### src/rtl/controller_mc.sv
// Multicycle fetch/execute sequencer for the CDEC datapath: decodes the IR into strobes,
// handles memory ready waits, single-step pausing, halt/resume, wait timeout and retire count.
`timescale 1ns/1ps
module controller_mc #(
  parameter int unsigned IW      = 8,
  parameter int unsigned CNT_W   = 16,
  parameter int unsigned TIMEOUT = 0
) (
  input  logic             clock,
  input  logic             reset,
  input  logic [IW-1:0]    I,
  input  logic [2:0]       SZCy,
  input  logic             mem_ready,
  input  logic             step_mode,
  input  logic             step_go,
  input  logic             resume,
  output logic [3:0]       aluop,
  output logic             Rwe,
  output logic             FLGwe,
  output logic             MEMwe,
  output logic             mem_req,
  output logic             ir_we,
  output logic             pc_inc,
  output logic             pc_load,
  output logic             illegal,
  output logic             bus_err,
  output logic             halt,
  output logic [2:0]       dbg_state,
  output logic [CNT_W-1:0] retired
);

  localparam logic [2:0] F0    = 3'd0;
  localparam logic [2:0] F1    = 3'd1;
  localparam logic [2:0] X0    = 3'd2;
  localparam logic [2:0] PAUSE = 3'd3;
  localparam logic [2:0] HLT   = 3'd4;

  localparam logic [3:0] OP_LD  = 4'h8;
  localparam logic [3:0] OP_ST  = 4'h9;
  localparam logic [3:0] OP_JMP = 4'hA;
  localparam logic [3:0] OP_HLT = 4'hF;

  // Wait counter only ever needs to hold TIMEOUT-1.
  localparam int unsigned WCW = (TIMEOUT > 1) ? $clog2(TIMEOUT) : 1;

  logic [2:0]       state_q, state_d;
  logic [WCW-1:0]   wait_q, wait_d;
  logic             bus_err_q, bus_err_d;
  logic             step_go_q;
  logic [CNT_W-1:0] retired_q, retired_d;

  logic [3:0] opcode;
  logic       is_mem_op;
  logic       waiting;
  logic       timeout_hit;
  logic       step_edge;
  logic       cond_raw;
  logic       jmp_take;
  logic       retire;

  assign opcode    = I[IW-1 -: 4];
  assign is_mem_op = (opcode == OP_LD) || (opcode == OP_ST);
  assign step_edge = step_go & ~step_go_q;

  // IR bits between the condition field and the opcode carry no control meaning.
  logic unused_ir_bits;
  assign unused_ir_bits = ^I[IW-5:3];

  assign waiting = !mem_ready && ((state_q == F1) || ((state_q == X0) && is_mem_op));
  assign timeout_hit = (TIMEOUT != 0) && waiting && (32'(wait_q) == (TIMEOUT - 32'd1));

  always_comb begin
    cond_raw = 1'b1;
    case (I[1:0])
      2'b00:   cond_raw = 1'b1;
      2'b01:   cond_raw = SZCy[2];
      2'b10:   cond_raw = SZCy[1];
      default: cond_raw = SZCy[0];
    endcase
  end

  assign jmp_take = cond_raw ^ I[2];

  always_comb begin
    state_d = state_q;
    retire  = 1'b0;
    case (state_q)
      F0: state_d = F1;
      F1: begin
        if (mem_ready) begin
          state_d = X0;
        end else if (timeout_hit) begin
          state_d = HLT;
        end
      end
      X0: begin
        if (is_mem_op && !mem_ready) begin
          if (timeout_hit) begin
            state_d = HLT;
          end
        end else begin
          retire = 1'b1;
          if (opcode == OP_HLT) begin
            state_d = HLT;
          end else if (step_mode) begin
            state_d = PAUSE;
          end else begin
            state_d = F0;
          end
        end
      end
      PAUSE: begin
        if (step_edge || !step_mode) begin
          state_d = F0;
        end
      end
      HLT: begin
        if (resume) begin
          state_d = F0;
        end
      end
      default: state_d = F0;
    endcase
  end

  // Counts only consecutive stalled cycles within one state.
  always_comb begin
    wait_d = '0;
    if ((TIMEOUT != 0) && waiting && (state_d == state_q)) begin
      wait_d = wait_q + WCW'(1);
    end
  end

  assign bus_err_d = bus_err_q | timeout_hit;
  assign retired_d = retired_q + CNT_W'(retire);

  always_ff @(posedge clock or negedge reset) begin
    if (!reset) begin
      state_q   <= F0;
      wait_q    <= '0;
      bus_err_q <= 1'b0;
      step_go_q <= 1'b0;
      retired_q <= '0;
    end else begin
      state_q   <= state_d;
      wait_q    <= wait_d;
      bus_err_q <= bus_err_d;
      step_go_q <= step_go;
      retired_q <= retired_d;
    end
  end

  always_comb begin
    aluop   = 4'h0;
    Rwe     = 1'b0;
    FLGwe   = 1'b0;
    MEMwe   = 1'b0;
    mem_req = 1'b0;
    ir_we   = 1'b0;
    pc_inc  = 1'b0;
    pc_load = 1'b0;
    illegal = 1'b0;
    halt    = 1'b0;
    case (state_q)
      F0: mem_req = 1'b1;
      F1: begin
        mem_req = 1'b1;
        ir_we   = mem_ready;
        pc_inc  = mem_ready;
      end
      X0: begin
        case (opcode)
          4'h1, 4'h2, 4'h3, 4'h4, 4'h5, 4'h6, 4'h7: begin
            aluop = opcode;
            Rwe   = 1'b1;
            FLGwe = 1'b1;
          end
          OP_LD: begin
            mem_req = 1'b1;
            Rwe     = mem_ready;
          end
          OP_ST: begin
            mem_req = 1'b1;
            MEMwe   = 1'b1;
          end
          OP_JMP: pc_load = jmp_take;
          4'hB, 4'hC, 4'hD, 4'hE: illegal = 1'b1;
          default: ;
        endcase
      end
      HLT:     halt = 1'b1;
      default: ;
    endcase
  end

  assign bus_err   = bus_err_q;
  assign dbg_state = state_q;
  assign retired   = retired_q;

endmodule

### config.mk
export PLATFORM = sky130hd
export DESIGN_NAME = controller_mc
export DESIGN_NICKNAME = d
export VERILOG_FILES = /design/src/rtl/controller_mc.sv
export SDC_FILE = /design/constraint.sdc
export NUM_CORES = 1
export LEC_CHECK = 0
export CAP_MARGIN = 0
export CORE_MARGIN = 10
export CORE_UTILIZATION = 42
export CTS_BUF_LIST = sky130_fd_sc_hd__clkbuf_4 sky130_fd_sc_hd__clkbuf_8
export DETAILED_ROUTE_END_ITERATION = 7
export PLACE_DENSITY = 0.81
export REMOVE_ABC_BUFFERS = 1
export SYNTH_ARGS = -nofsm -noshare
export SYNTH_HDL_FRONTEND = slang
export SYNTH_SLANG_ARGS = --single-unit
### constraint.sdc
create_clock -name clock -period 2.3 [get_ports clock]
set_input_delay 0.345 -clock clock [delete_from_list [all_inputs] [get_ports clock]]
set_output_delay 0.345 -clock clock [all_outputs]
set_load 0.02 [all_outputs]
==> flow_metrics.env, run 1 <==
export IMPL_drt_antenna_violating_nets=0
export IMPL_cts_clk_slew_worst_paths_ns=0.10
export IMPL_cts_sink_count=20
export IMPL_worst_endpoint_required_ns=1.96
export IMPL_status="completed"
export IMPL_setup_worst_path_class="input port to output port"
export IMPL_crit_path_cell_trace="clkdlybuf4s50_1 -> nor3_1 -> or2_2 -> nor2_2 -> and2_1 -> dlygate4sd2_1"
export IMPL_power_share_combinational_pct=50.5
export IMPL_detail_route_vias_per_cell=5.27
export IMPL_unrepaired_setup_endpoints_after_global_routing="false"
export IMPL_period_minus_slack_ns=2.15
export IMPL_cap_violations=0
export IMPL_route_top_layer_used="met4"
export IMPL_cts_tree="done"
export IMPL_via_count_of_the_first_global_routing_pass=1144
export IMPL_share_of_yosys_cell_area_claimed_by_the_top_area_cell_type_pct=45.9
export IMPL_nFillCells=218
export IMPL_clockBufferDepth=2
export IMPL_vdd_ir_drop_worst_mv=0.606
export IMPL_antenna_found_initial=0
export IMPL_clock_root_buffer="clkbuf_4"
export IMPL_grt_total_usage_pct=12.1
export IMPL_cts_repair_timing_setup_buffer_count=0
export IMPL_wirelength_met1_mm=1.19
export IMPL_gp_congestion=0.816
export IMPL_remaining_drc_errors=0
export IMPL_synth_enable_flop_cells=0
export IMPL_final_min_period_over_clock_period_pct=93.5
export IMPL_critical_path_startpoint_type="input port"
export IMPL_number_of_port_buffers=46
export IMPL_power_switching_fraction_pct=39.4
export IMPL_timing_critical_path_buf_inv=2
export IMPL_cts_hold_buf=0
export IMPL_die_width_um=70.9
export IMPL_hold_removal_path_class="input port to async pin"
export IMPL_area_delta_synth_final_pct=53.6
export IMPL_num_nets_final=186
export IMPL_cts_buffers_inserted=3
export IMPL_grt_start_max_net_pins=21
export IMPL_critPathMaxStageDelay_ns=0.48
export IMPL_synth_async_reset_ratio_pct=100
export IMPL_core_rowCount=18
export IMPL_power_leakage_uw=0.000814
export IMPL_synth_top_cell_by_area="dfrtp_1"
export IMPL_met3_wirelength_um=386
export IMPL_worst_path_max_fanout=4
export IMPL_synth_yosys_warnings=0
export IMPL_starting_density_pct=44.0
export IMPL_internal_power_uw=794
export IMPL_endpoint_kind="output port"
export IMPL_worst_skew_pair_late_latency_ns=0.29
export IMPL_detailedPlace_worstSlack_ns=-0.193
export IMPL_antenna_cells=0
export IMPL_power_density_nw_per_um2=783
export IMPL_post_route_cells_drive_above_1_share_pct=12.8
export IMPL_synth_top_cells_by_area="dfrtp_1, xnor2_1, xor2_1, nand3_1, ha_1"
export IMPL_ys_types=32
export IMPL_netlist_area_um2=1090
export IMPL_vias=1022
export IMPL_skew_ns=0.00272
export IMPL_ios=50
export IMPL_ys_ff_latch=20
export IMPL_post_dp_hpwl_mm=2.44
export IMPL_htree_num_levels=1
export IMPL_finalHoldViolCount=0
export IMPL_share_seq_of_total_power_pct=37.4
export IMPL_routed_wl_met2_mm=1.38
export IMPL_coreArea_um2=2480
export IMPL_gate_count_of_the_mapped_netlist=106
export IMPL_synthMostInstantiatedCell="dfrtp_1"
export IMPL_initialDrtViolationCount=28
export IMPL_critical_path_slowest_cell="clkdlybuf4s50_1"
export IMPL_die_area_um2=5030
export IMPL_holdWs_ns=0.371
export IMPL_ys_seq_area_share_pct=45.9
export IMPL_synth_flop_cell="dfrtp_1"
export IMPL_wl_per_cell_um=15.7
export IMPL_floorplan_die_height_um=70.9
export IMPL_globalRouteOverflowTotal=0
export IMPL_syn_area_per_cell_um2=10.3
export IMPL_crit_arrival_ns=1.80
export IMPL_number_of_slew_limit_violations_in_the_final_report=0
export IMPL_switchingPower_uw=517
export IMPL_postLayoutSetupSlackWorst_ns=0.150
export IMPL_grt_first_pass_wirelength_mm=5.00
export IMPL_finalWirelength_mm=3.04
export IMPL_ys_top_cells_by_count="dfrtp_1, nor2_1, xnor2_1, nand3_1"
export IMPL_p_clk_share_pct=12.1
export IMPL_timing_critical_path_max_delay_family="buffers and inverters"
export IMPL_setup_viol=0
export IMPL_fmax_ghz=0.465
export IMPL_drtPass1Iterations=3
## what timing repair did
item	4_1_cts	5_1_grt
cloned	0	0
setup endpoints to repair	8	8
resized for setup	8	6
## layer usage
layer	vias up	global-route usage, %
met5	-	0
met4	0	6.88
met3	6	6.97
met2	45	20.0
met1	477	11.5
li1	494	-
## state kept, by name, indices dropped and copies added (netlist names)
signal and flops:
step_go_q 1, dbg_state 3, retired 16
## cell usage in the layout (no fill, tap or decap), drive strengths merged, types with 2 or more instances in the layout
cell / n
nand2: 5
and3: 5
nor2: 10
nor3: 3
nand4: 6
a21oi: 2
clkbuf: 3
clkdlybuf4s50: 35
dlygate4sd2: 7
nand3: 8
nand2b: 2
buf: 11
o21ai: 2
xor2: 6
and2: 4
dfrtp: 20
conb: 2
and4: 3
dlymetal6s2s: 3
ha: 3
xnor2: 10
## logic make-up after synthesis
kind of cell | Yosys count | share of synthesized area (%)
simple gates | 52 | 27.0
xor+xnor | 16 | 12.9
other cells | 1 | 0.344
flops | 20 | 45.9
mux | 1 | 0.919
buf+inv | 4 | 2.41
compound gates | 9 | 7.12
fa+ha+maj | 3 | 3.44
## power by group through the flow
stage          Combinational, uW  Sequential, uW  Clock (uW)
4_1_cts                      670             491         162
3_3_place_gp                 668             486           0
6_report                     662             490         159
3_5_place_dp                 681             492           0
5_1_grt                      718             501         178
2_1_floorplan                249             575           0
## area by class of cell
| class | count | area, um2 | area share [%] |
|---|---|---|---|
| clock buffers | 3 | 22.5 | 1.35 |
| inverters | 1 | 3.75 | 0.224 |
| multi-input cells | 83 | 569 | 34.0 |
| flip-flops and latches | 20 | 500 | 29.9 |
| well taps | 30 | 37.5 | 2.24 |
| repair buffers | 57 | 541 | 32.3 |
## worst reg2reg max path, stage by stage (launching register included)
cell	delay (ns)
dfrtp_1	0.39
or3b_4	0.44
a31oi_2	0.24
ha_1	0.19
ha_1	0.20
nand2_1	0.12
nor3_1	0.18
xor2_1	0.18
## worst paths after layout
check,start,to,cells after the start,slack (ns)
worst min-delay path,reset,retired[7],2,0.37
min in group clock,retired[15],retired[15],1,0.49
worst min register to register,retired[15],retired[15],1,0.49
max in group asynchronous,reset,retired[5],2,1.73
worst max register to register,dbg_state[2],retired[14],7,0.28
worst max-delay path,I[5],aluop[1],6,0.15
## per-stage QoR
stage | utilization, % | setup TNS [ns] | power [uW] | instances | cell area (um2)
after floorplan | - | 0 | 824 | 104 | 1070
after global placement | 66.7 | -0.709 | 1150 | 191 | 1650
after detailed placement | 66.7 | -0.823 | 1170 | 191 | 1650
after CTS | 67.2 | 0 | 1320 | 194 | 1660
after global routing | 67.6 | 0 | 1400 | 194 | 1670
final | 67.6 | 0 | 1310 | 194 | 1670
No activity file was read; power rests on OpenSTA's default activity.
==> run 2, diff against run 1 <==
--- a/config.mk
+++ b/config.mk
@@ -7,10 +7,10 @@
 export LEC_CHECK = 0
 export CAP_MARGIN = 0
 export CORE_MARGIN = 10
-export CORE_UTILIZATION = 42
+export CORE_UTILIZATION = 43
 export CTS_BUF_LIST = sky130_fd_sc_hd__clkbuf_4 sky130_fd_sc_hd__clkbuf_8
 export DETAILED_ROUTE_END_ITERATION = 7
-export PLACE_DENSITY = 0.81
+export PLACE_DENSITY = 0.83
 export REMOVE_ABC_BUFFERS = 1
 export SYNTH_ARGS = -nofsm -noshare
 export SYNTH_HDL_FRONTEND = slang
==> constraint.sdc (replaced) <==
create_clock -name clock -period 2.7 [get_ports clock]
set_input_delay 0.405 -clock clock [delete_from_list [all_inputs] [get_ports clock]]
set_output_delay 0.405 -clock clock [all_outputs]
set_load 0.02 [all_outputs]
==> flow_metrics.env, run 2 (synthesis results as in run 1) <==
export IMPL_status="completed"
export IMPL_post_dp_hpwl_mm=2.48
export IMPL_post_route_cells_drive_above_1_share_pct=8.33
export IMPL_power_leakage_uw=0.000710
export IMPL_via_count_of_the_first_global_routing_pass=1067
export IMPL_die_area_um2=4950
export IMPL_ios=50
export IMPL_period_minus_slack_ns=2.61
export IMPL_num_nets_final=178
export IMPL_reg2reg_to="retired[14]"
export IMPL_drtPass1Iterations=4
export IMPL_coreArea_um2=2450
export IMPL_detail_route_vias_per_cell=5.32
export IMPL_floorplan_die_height_um=70.3
export IMPL_layout_commonest_cell="clkdlybuf4s50_1"
export IMPL_cts_sink_count=20
export IMPL_setup_worst_path_class="input port to output port"
export IMPL_htree_num_levels=1
export IMPL_initialDrtViolationCount=59
export IMPL_worstHoldStart="retired[15]"
export IMPL_grt_first_pass_wirelength_mm=4.96
export IMPL_finalWirelength_mm=3.06
export IMPL_setup_total_negative_slack_ns=0
export IMPL_setup_viol=0
export IMPL_worst_endpoint_required_ns=2.30
export IMPL_reg2reg_setup_slack_ns=0.50
export IMPL_largest_reg_flops=16
export IMPL_gp_congestion=0.868
export IMPL_crit_path_cell_trace="clkdlybuf4s50_1 -> mux2i_1 -> a21oi_1 -> xnor2_1 -> nor4_1 -> clkdlybuf4s50_1"
export IMPL_layout_common_cells="clkdlybuf4s50_1, dfrtp_1, xnor2_1"
export IMPL_slew_limit_headroom_pct=41.3
export IMPL_globalRouteOverflowTotal=0
export IMPL_cts_clk_slew_worst_paths_ns=0.10
export IMPL_grt_start_max_net_pins=21
export IMPL_number_of_port_buffers=46
export IMPL_worst_hold_path_num_cells=1
export IMPL_crit_arrival_ns=2.20
export IMPL_endpoint_kind="output port"
export IMPL_postCtsResizedCells=0
export IMPL_antenna_cells=0
export IMPL_antenna_found_initial=0
export IMPL_critPathMaxStageDelay_ns=0.67
export IMPL_cts_hold_buf=0
export IMPL_area_delta_synth_final_pct=48.6
export IMPL_fmax_ghz=0.384
export IMPL_drt_antenna_violating_nets=0
export IMPL_place_inst=183
export IMPL_overall_power_uw=1100
export IMPL_cts_tree="done"
export IMPL_cts_repair_timing_setup_buffer_count=0
export IMPL_timing_reg2reg_worst_path_depth=7
export IMPL_worst_skew_pair_late_latency_ns=0.29
export IMPL_skew_ns=0.00341
export IMPL_number_of_slew_limit_violations_in_the_final_report=0
export IMPL_final_instance_count_excl_fill=186
export IMPL_critical_path_slowest_cell="clkdlybuf4s50_1"
export IMPL_grt_total_usage_pct=12.0
export IMPL_clockBufferDepth=2
export IMPL_clock_root_buffer="clkbuf_4"
export IMPL_critical_path_startpoint_type="input port"
export IMPL_finalHoldViolCount=0
export IMPL_wl_per_cell_um=16.5
export IMPL_hold_removal_path_class="flop to flop"
export IMPL_final_min_period_over_clock_period_pct=96.5
export IMPL_core_rowCount=18
export IMPL_die_width_um=70.3
export IMPL_worstReg2RegStart="dbg_state[2]"
export IMPL_worst_path_max_fanout=2
export IMPL_cts_buffers_inserted=3
export IMPL_min_to="retired[15]"
export IMPL_vias=990
export IMPL_power_density_nw_per_um2=677
export IMPL_cap_violations=0
export IMPL_worst_path_most_repeated_cell="clkdlybuf4s50_1"
export IMPL_worst_slew_pin_tran_ns=0.878
export IMPL_remaining_drc_errors=0
export IMPL_starting_density_pct=44.4
export IMPL_holdWs_ns=0.474
export IMPL_vdd_ir_drop_worst_mv=0.488
[run 2: cell count changes in the layout (fill, tap and decap cells not counted)]
cell / change
dlygate4sd2_1: -7
clkdlybuf4s50_1: +10
buf_4: -8
dlymetal6s2s_1: -2
dlygate4sd1_1: -1
[run 2: worst max-delay path: cells and delay by family]
family | cells | cell delay [ns]
mux | 1 | 0.19
buf+inv | 2 | 1.16
xor+xnor | 1 | 0.12
compound gates | 1 | 0.10
simple gates | 1 | 0.21
[run 2: worst max-delay path by stage]
stage | start | endpoint
3_3_place_gp | I[7] | aluop[1]
3_5_place_dp | I[0] | pc_load
5_1_grt | dbg_state[2] | aluop[1]
6_report | I[0] | pc_load
2_1_floorplan | dbg_state[1] | retired[14]
4_1_cts | I[7] | aluop[1]
[run 2: through the flow]
stage,area [um2],setup slack (ns),utilization (%)
floorplan,1070,0.648,-
CTS,1610,0.0626,65.7
global placement,1590,0.0952,64.8
global route,1620,-0.00205,66.0
detailed placement,1590,0.0808,64.8
finish,1620,0.0944,66.0
[run 2: final cells by class]
class	count	area (um2)
inverters	1	3.75
flip-flops and latches	20	500
multi-input cells	83	569
repair buffers	49	485
clock buffers	3	22.5
fillers	203	836
well taps	30	37.5
[run 2: where the power goes]
group | switching (uW) | internal (uW) | total, uW
logic | 273 | 253 | 526
clock network | 83.3 | 51.8 | 135
registers | 79.8 | 355 | 435
[run 2: metal layers]
| metal | part of all wire, % | global-route usage (%) | vias up |
|---|---|---|---|
| met2 | 44 | 18.7 | 39 |
| li1 | - | - | 475 |
| met3 | 12 | 7.63 | 4 |
| met5 | 0 | 0 | - |
| met4 | 1.9 | 5.04 | 0 |
| met1 | 42 | 12.4 | 472 |
